[config.mk]
export PLATFORM = sky130hd
export DESIGN_NAME = dac_wave_gen
export DESIGN_NICKNAME = d
export VERILOG_FILES = /design/src/rtl/dac_wave_pkg.sv /design/src/rtl/dac_tick_gen.sv /design/src/rtl/dac_wave_gen.sv
export SDC_FILE = /design/constraint.sdc
export NUM_CORES = 1
export LEC_CHECK = 0
export ABC_AREA = 1
export BUFFER_PORTS_ARGS = -buffer_cell sky130_fd_sc_hd__buf_2
export CAP_MARGIN = 20
export CORE_ASPECT_RATIO = 1.1
export CORE_UTILIZATION = 45
export CTS_CLUSTER_SIZE = 28
export DETAILED_ROUTE_END_ITERATION = 16
export GPL_TIMING_DRIVEN = 0
export PLACE_DENSITY = 0.66
export SLEW_MARGIN = 20
export SYNTH_ARGS = -nofsm -noshare
export SYNTH_HDL_FRONTEND = slang
export SYNTH_HIERARCHICAL = 1
export SYNTH_SLANG_ARGS = --single-unit
[constraint.sdc]
create_clock -name i_system_clock -period 2 [get_ports i_system_clock]
set_input_delay 0.1 -clock i_system_clock [delete_from_list [all_inputs] [get_ports i_system_clock]]
set_output_delay 0.1 -clock i_system_clock [all_outputs]
set_load 0.01 [all_outputs]
[src/rtl/dac_wave_pkg.sv]
// rtl/dac_wave_pkg.sv - shared constants, encodings and LFSR helper for the DAC waveform generator
//
// Purpose : DAC word width, waveform select codes, FSM state encodings and
//           the noise LFSR seed/taps used by dac_wave_gen.
// Ports   : none (package).
package dac_wave_pkg;

  localparam int DAC_BITS = 12;

  typedef enum logic [1:0] {
    SAW = 2'd0,
    TRI = 2'd1,
    SQR = 2'd2,
    LVL = 2'd3
  } wave_sel_e;

  typedef enum logic [1:0] {
    ST_IDLE      = 2'd0,
    ST_WAIT_TICK = 2'd1,
    ST_OFFER     = 2'd2
  } state_e;

  // 16-bit Fibonacci LFSR, taps 16,14,13,11 -> bit positions 15,13,12,10
  localparam logic [15:0] LFSR_SEED = 16'hACE1;
  localparam logic [15:0] LFSR_TAPS = 16'hB400;

  function automatic logic [15:0] lfsr_next(input logic [15:0] s);
    return {s[14:0], ^(s & LFSR_TAPS)};
  endfunction

endpackage

[src/rtl/dac_tick_gen.sv]
// rtl/dac_tick_gen.sv - sample-rate down-counter producing a single-cycle tick
//
// Purpose : counts RATE_DIV clocks between ticks; reloads RATE_DIV-1 on load
//           and on every tick.
// Ports   : i_clk   - clock (rising edge)
//           i_rst   - asynchronous active-high reset (counter = RATE_DIV-1)
//           i_load  - reload counter with RATE_DIV-1
//           i_en    - count enable
//           o_tick  - high for the cycle in which the counter is 0 while enabled
module dac_tick_gen #(
  parameter int RATE_DIV = 1000
) (
  input  logic i_clk,
  input  logic i_rst,
  input  logic i_load,
  input  logic i_en,
  output logic o_tick
);

  localparam int CNT_W = (RATE_DIV > 2) ? $clog2(RATE_DIV) : 1;
  localparam logic [CNT_W-1:0] RELOAD = CNT_W'(RATE_DIV - 1);

  logic [CNT_W-1:0] r_count;
  logic             w_zero;

  assign w_zero = (r_count == '0);
  // Tick is combinational so the consumer acts on the same edge the counter reloads.
  assign o_tick = i_en && w_zero;

  always_ff @(posedge i_clk or posedge i_rst) begin
    if (i_rst) begin
      r_count <= RELOAD;
    end else if (i_load) begin
      r_count <= RELOAD;
    end else if (i_en) begin
      r_count <= w_zero ? RELOAD : (r_count - CNT_W'(1));
    end
  end

endmodule

[src/rtl/dac_wave_gen.sv]
// rtl/dac_wave_gen.sv - periodic DAC sample generator (saw/triangle/square/level) with valid/ready output
//
// Purpose : phase-accumulator waveform source emitting one sample every
//           RATE_DIV clocks to a DAC SPI writer; flags overruns when a new
//           tick arrives before the previous sample was accepted.
// Config  : DAC_WAVE_GEN_NOISE_EN - WAVE_SEL=3 outputs LFSR noise instead of LEVEL.
// Ports   : i_system_clock  - clock (rising edge)
//           i_reset         - asynchronous active-high reset
//           i_enable        - run request
//           i_wave_sel      - 0 saw, 1 triangle, 2 square, 3 level/noise
//           i_phase_step    - phase increment per tick
//           i_level         - square high value / constant level
//           i_sample_ready  - downstream accepts sample
//           i_clr_ovr       - clear overrun pulse
//           o_sample_data   - sample word
//           o_sample_valid  - sample offered
//           o_overrun       - sticky overrun flag
//           o_active        - state machine not idle
module dac_wave_gen
  import dac_wave_pkg::*;
#(
  parameter int RATE_DIV = 1000,
  parameter int PHASE_W  = 16
) (
  input  logic                i_system_clock,
  input  logic                i_reset,
  input  logic                i_enable,
  input  logic [1:0]          i_wave_sel,
  input  logic [PHASE_W-1:0]  i_phase_step,
  input  logic [DAC_BITS-1:0] i_level,
  input  logic                i_sample_ready,
  input  logic                i_clr_ovr,
  output logic [DAC_BITS-1:0] o_sample_data,
  output logic                o_sample_valid,
  output logic                o_overrun,
  output logic                o_active
);

  state_e              r_state;
  logic [PHASE_W-1:0]  r_phase;
  logic [DAC_BITS-1:0] r_sample_data;
  logic                r_sample_valid;
  logic                r_overrun;
  logic                r_active;

  logic                w_tick;
  logic                w_load;
  logic                w_run;
  logic                w_xfer;
  logic                w_capture;
  logic                w_drop;
  logic                w_advance;
  logic [PHASE_W-1:0]  w_phase_next;
  logic [DAC_BITS-1:0] w_tri_bits;
  logic [DAC_BITS-1:0] w_wave;

`ifdef DAC_WAVE_GEN_NOISE_EN
  logic [15:0]         r_lfsr;
`endif

  assign w_run  = (r_state != ST_IDLE);
  assign w_load = (r_state == ST_IDLE) && i_enable;

  dac_tick_gen #(
    .RATE_DIV (RATE_DIV)
  ) u_tick (
    .i_clk  (i_system_clock),
    .i_rst  (i_reset),
    .i_load (w_load),
    .i_en   (w_run),
    .o_tick (w_tick)
  );

  assign w_xfer       = r_sample_valid && i_sample_ready;
  assign w_phase_next = r_phase + i_phase_step;

  // A tick coinciding with a transfer behaves as a WAIT_TICK tick: the slot is
  // freed on the same edge, so the new sample is captured instead of dropped.
  assign w_capture = w_tick && i_enable &&
                     ((r_state == ST_WAIT_TICK) || ((r_state == ST_OFFER) && w_xfer));
  assign w_drop    = w_tick && (r_state == ST_OFFER) && !w_xfer;
  // Phase (and noise) keep running through dropped ticks, but hold once disabled.
  assign w_advance = w_capture || (w_drop && i_enable);

  assign w_tri_bits = r_phase[PHASE_W-2 -: DAC_BITS];

  always_comb begin
    w_wave = '0;
    case (wave_sel_e'(i_wave_sel))
      SAW:     w_wave = r_phase[PHASE_W-1 -: DAC_BITS];
      TRI:     w_wave = r_phase[PHASE_W-1] ? ~w_tri_bits : w_tri_bits;
      SQR:     w_wave = r_phase[PHASE_W-1] ? '0 : i_level;
`ifdef DAC_WAVE_GEN_NOISE_EN
      default: w_wave = r_lfsr[DAC_BITS-1:0];
`else
      default: w_wave = i_level;
`endif
    endcase
  end

  // Datapath: phase accumulator (and noise LFSR) advance once per honoured tick.
  always_ff @(posedge i_system_clock or posedge i_reset) begin
    if (i_reset) begin
      r_phase <= '0;
    end else if (w_advance) begin
      r_phase <= w_phase_next;
    end
  end

`ifdef DAC_WAVE_GEN_NOISE_EN
  always_ff @(posedge i_system_clock or posedge i_reset) begin
    if (i_reset) begin
      r_lfsr <= LFSR_SEED;
    end else if (w_advance) begin
      r_lfsr <= lfsr_next(r_lfsr);
    end
  end
`endif

  // Control FSM with registered outputs.
  always_ff @(posedge i_system_clock or posedge i_reset) begin
    if (i_reset) begin
      r_state        <= ST_IDLE;
      r_sample_data  <= '0;
      r_sample_valid <= 1'b0;
      r_overrun      <= 1'b0;
      r_active       <= 1'b0;
    end else begin
      // Set has priority over clear.
      if (w_drop) begin
        r_overrun <= 1'b1;
      end else if (i_clr_ovr) begin
        r_overrun <= 1'b0;
      end

      if (w_capture) begin
        r_sample_data  <= w_wave;
        r_sample_valid <= 1'b1;
        r_state        <= ST_OFFER;
        r_active       <= 1'b1;
      end else begin
        case (r_state)
          ST_IDLE: begin
            if (i_enable) begin
              r_state  <= ST_WAIT_TICK;
              r_active <= 1'b1;
            end
          end
          ST_WAIT_TICK: begin
            if (!i_enable) begin
              r_state  <= ST_IDLE;
              r_active <= 1'b0;
            end
          end
          ST_OFFER: begin
            // Data and valid are held until the transfer; no withdrawal.
            if (w_xfer) begin
              r_sample_valid <= 1'b0;
              if (!i_enable) begin
                r_state  <= ST_IDLE;
                r_active <= 1'b0;
              end else begin
                r_state <= ST_WAIT_TICK;
              end
            end
          end
          default: begin
            r_state        <= ST_IDLE;
            r_sample_valid <= 1'b0;
            r_active       <= 1'b0;
          end
        endcase
      end
    end
  end

  assign o_sample_data  = r_sample_data;
  assign o_sample_valid = r_sample_valid;
  assign o_overrun      = r_overrun;
  assign o_active       = r_active;

endmodule

==> results.toml <==
[run_status]
status = "finished, final reports clean"

[setup_path]
endpoint_kind = "flop"
cp_slowest_cell = "dfrtp_1"
cp_top_family = "buffers and inverters"
r2r_cells = 10
path_class = "flop to flop"
max_stage_delay_ns = 0.41
reg2reg_to = "r_phase[9]"
path_buf_inv = 5
rr_startpoint = "r_state[0]"
critical_path.endpoint = "r_phase[9]"
worstSetupStartpoint = "r_state[0]"
crit_required_ns = 2.23
critPathMaxFanout = 10
critPathLaunchType = "flop"
path_cells = "inv_1 -> ha_1 -> inv_1 -> inv_1 -> nor2_4 -> o211ai_1 -> inv_1 -> buf_6 -> nand3_1 -> nand2_1"
path_depth = 10
ff2ff_setup_slack_ns = 0.19
critPathArrivalTime_ns = 2.04
cpMostUsedCell = "inv_1"

[yosys]
synth_cell_types = 35
synthXorXnorAreaFrac = 0.0267
yosys_warnings = 6
synth_top_area_share = 0.267
synth_simple_gate_area_frac = 0.359
yosys.area.top_type = "dfrtp_1"
yosysSeqAreaShare = 0.331
synthArstFlopShare = 1.00
syn-cell-area_sq_um = 3280
synth_edf_count = 0
avgSynthCellArea_sq_um = 6.85
synthCells = 479
synth_compound_area_frac = 0.0904
synthMuxAreaShare = 0
synthesis.nets = 535
yosys-top-cells-area = "dfrtp_1 (27%), nand2_1 (19%), inv_1 (8.1%), ha_1 (7.6%), dfstp_2 (6.4%)"
synth-seq-cells = 43
synth_ff_type = "dfrtp_1"
synth-adder-area-share = 0.0824
synth_top_family_by_area = "simple AND/OR/NAND/NOR gates"

[power]
leakagePower_nw = 2.11
sequentialPowerShare = 0.448
p_int_w = 0.00150
power_density_nw_per_um2 = 594
switchingPower_w = 0.000761
combPwrFrac = 0.283
swShare = 0.337
irDropWorstVdd_uv = 468
p_clk_frac = 0.269

[sta]
rsz0062_at_grt = "no"
skew_ns = 0.00897
setup_viol = 0
period_minus_slack_ns = 1.81
holdWs_ns = 0.0767
tightest_slew_ns = 0.679
finalHoldViolations = 0
period_share = 0.907
maxSlewViolCount = 0
slew_headroom = 0.546
fmax_mhz = 551

[route]
post-route-drc-count = 0
drt-total-wl_microns = 7370
num_vias = 3059
first_pass_iters = 4
post_drt_via_cell_ratio = 4.90
first_iter_violations = 120
ant_nets = 0
routedWlPerCell_microns = 11.8

[floorplanning]
row_count = 32
die_y_microns = 91.5
core_sq_um = 7050
start_util = 0.465
ioPinCount = 50
dieWidth_microns = 83.4
fp.dieArea_sq_um = 7630

[global_routing]
antenna_found_initial = 0
grt_pass1_wl_microns = 13000
overflow = 0
grt_pass1_vias = 2984
grt_usage = 0.208
grt_max_degree = 34

[final_layout]
nFillCells = 694
areaGrowthSynthToFinish_pct = 15.8
nets = 594
final_util = 0.539
layout-drive-gt1-share = 0.200
num_antenna_cells = 0
fin_area_sq_um = 3800

[cts]
cts-root-buf = "clkbuf_8"
cts-buffers-inserted = 5
cts_max_level = 2
cts_tree = "yes"
clock_path_buffers = 2
cts.sinks = 43
path_clk_slew_ns = 0.08
insertion_delay_ns = 0.29

[flow_run]
drv_cap = 0

[min_path]
hp-class = "input pin to flop"
hold_depth = 3
min-delay-start = "i_level[0]"

[placement]
dpl-instance-area_sq_um = 3630
dpl.hpwl_microns = 5880
port_buffers = 49
gp_congestion = 0.860
==> flip-flops by register name (all words and copies together) (netlist names) <==
name	flops
o_active	1
r_state	2
o_sample_data	12
u_tick/r_count	10
o_sample_valid	1
r_phase	16
o_overrun	1
==> metrics by stage <==
| stage | cells | total power, W | setup TNS, ns | setup WS [ns] |
|---|---|---|---|---|
| final | 624 | 0.00226 | 0 | 0.186 |
| after global routing | 624 | 0.00240 | 0 | 0.0241 |
| after CTS | 623 | 0.00225 | 0 | 0.00939 |
| after detailed placement | 613 | 0.00163 | -0.964 | -0.0940 |
| after global placement | 613 | 0.00161 | -0.813 | -0.0898 |
| after floorplan | 479 | 0.00147 | 0 | 0.249 |
==> cell usage after synthesis, drive strengths merged, types with 4 or more instances <==
library cell / count
buf: 8
ha: 20
xor2: 4
dfstp: 8
nor3: 4
a21oi: 22
o21ai: 28
nor2: 27
dfrtp: 35
xnor2: 6
nand3: 45
inv: 77
nand2: 176
==> worst min-delay path by stage <==
stage	to	slack, ns
after global routing	o_sample_data[0]	0.08
after detailed placement	u_tick/r_count[4]	0.12
after global placement	u_tick/r_count[4]	0.11
after floorplan	u_tick/r_count[3]	-0.07
final	o_sample_data[0]	0.08
after CTS	o_sample_data[0]	0.08
==> placed cells by master (no fill, tap or decap), drive strengths merged <==
cell type | Yosys | routed
a21oi | 22 | 22
a41oi | 3 | 3
and2 | 2 | 2
buf | 8 | 59
clkbuf | 2 | 9
clkinvlp | 0 | 1
dfrtp | 35 | 35
dfstp | 8 | 8
dlygate4sd3 | 0 | 2
fa | 1 | 1
ha | 20 | 20
inv | 77 | 76
nand2 | 176 | 176
nand3 | 45 | 45
nand3b | 3 | 3
nand4 | 2 | 2
nor2 | 27 | 27
nor3 | 4 | 4
o211ai | 1 | 1
o21ai | 28 | 28
o22ai | 2 | 2
or2 | 3 | 3
xnor2 | 6 | 6
xor2 | 4 | 4
==> worst register-to-register path: stages, from the launching register on <==
cell,delay (ns)
dfrtp_1,0.41
inv_1,0.10
ha_1,0.24
inv_1,0.16
inv_1,0.11
nor2_4,0.14
o211ai_1,0.15
inv_1,0.12
buf_6,0.15
nand3_1,0.11
nand2_1,0.07
==> cells by family (layout without fill, tap and decap cells) <==
family / after synthesis / in the layout
and+or+nand+nor: 262 / 262
adders and majority gates: 21 / 21
xor gates and xnor gates: 10 / 10
DFF: 43 / 43
AOI/OAI and AO/OA: 56 / 56
buffers and inverters: 87 / 147
==> power by group through the flow <==
stage	Combinational [W]	Sequential, W	Clock (W)
3_3_place_gp	0.000590	0.00102	0
5_1_grt	0.000725	0.00102	0.000654
3_5_place_dp	0.000603	0.00102	0
4_1_cts	0.000616	0.00101	0.000629
2_1_floorplan	0.000458	0.00101	0
6_report	0.000639	0.00101	0.000606
==> per-layer routing <==
| layer | vias to the layer above | track usage | routed length [microns] |
|---|---|---|---|
| met4 | 0 | 0.0546 | 74 |
| met5 | - | 0 | 0 |
| met3 | 4 | 0.0218 | 250 |
| met2 | 63 | 0.378 | 3650 |
| met1 | 1370 | 0.259 | 3390 |
| li1 | 1622 | - | - |
==> layout make-up <==
| type | count | area, sq um | share of cell area |
|---|---|---|---|
| buffer | 10 | 80.1 | 0.0211 |
| clock buffer | 8 | 100 | 0.0264 |
| sequential | 43 | 1090 | 0.286 |
| multi-input combinational | 349 | 1860 | 0.489 |
| inverter | 77 | 295 | 0.0777 |
| timing repair buffer | 52 | 273 | 0.0718 |
| tap | 85 | 106 | 0.0280 |
==> repair_timing <==
action	CTS	global route
endpoints found under the setup margin	24	31
resized for setup	3	10
hold endpoints to repair	36	0
hold buffers	2	0
buffers inserted	0	1
pin swaps	0	3
(Power assumes the default switching activity.)
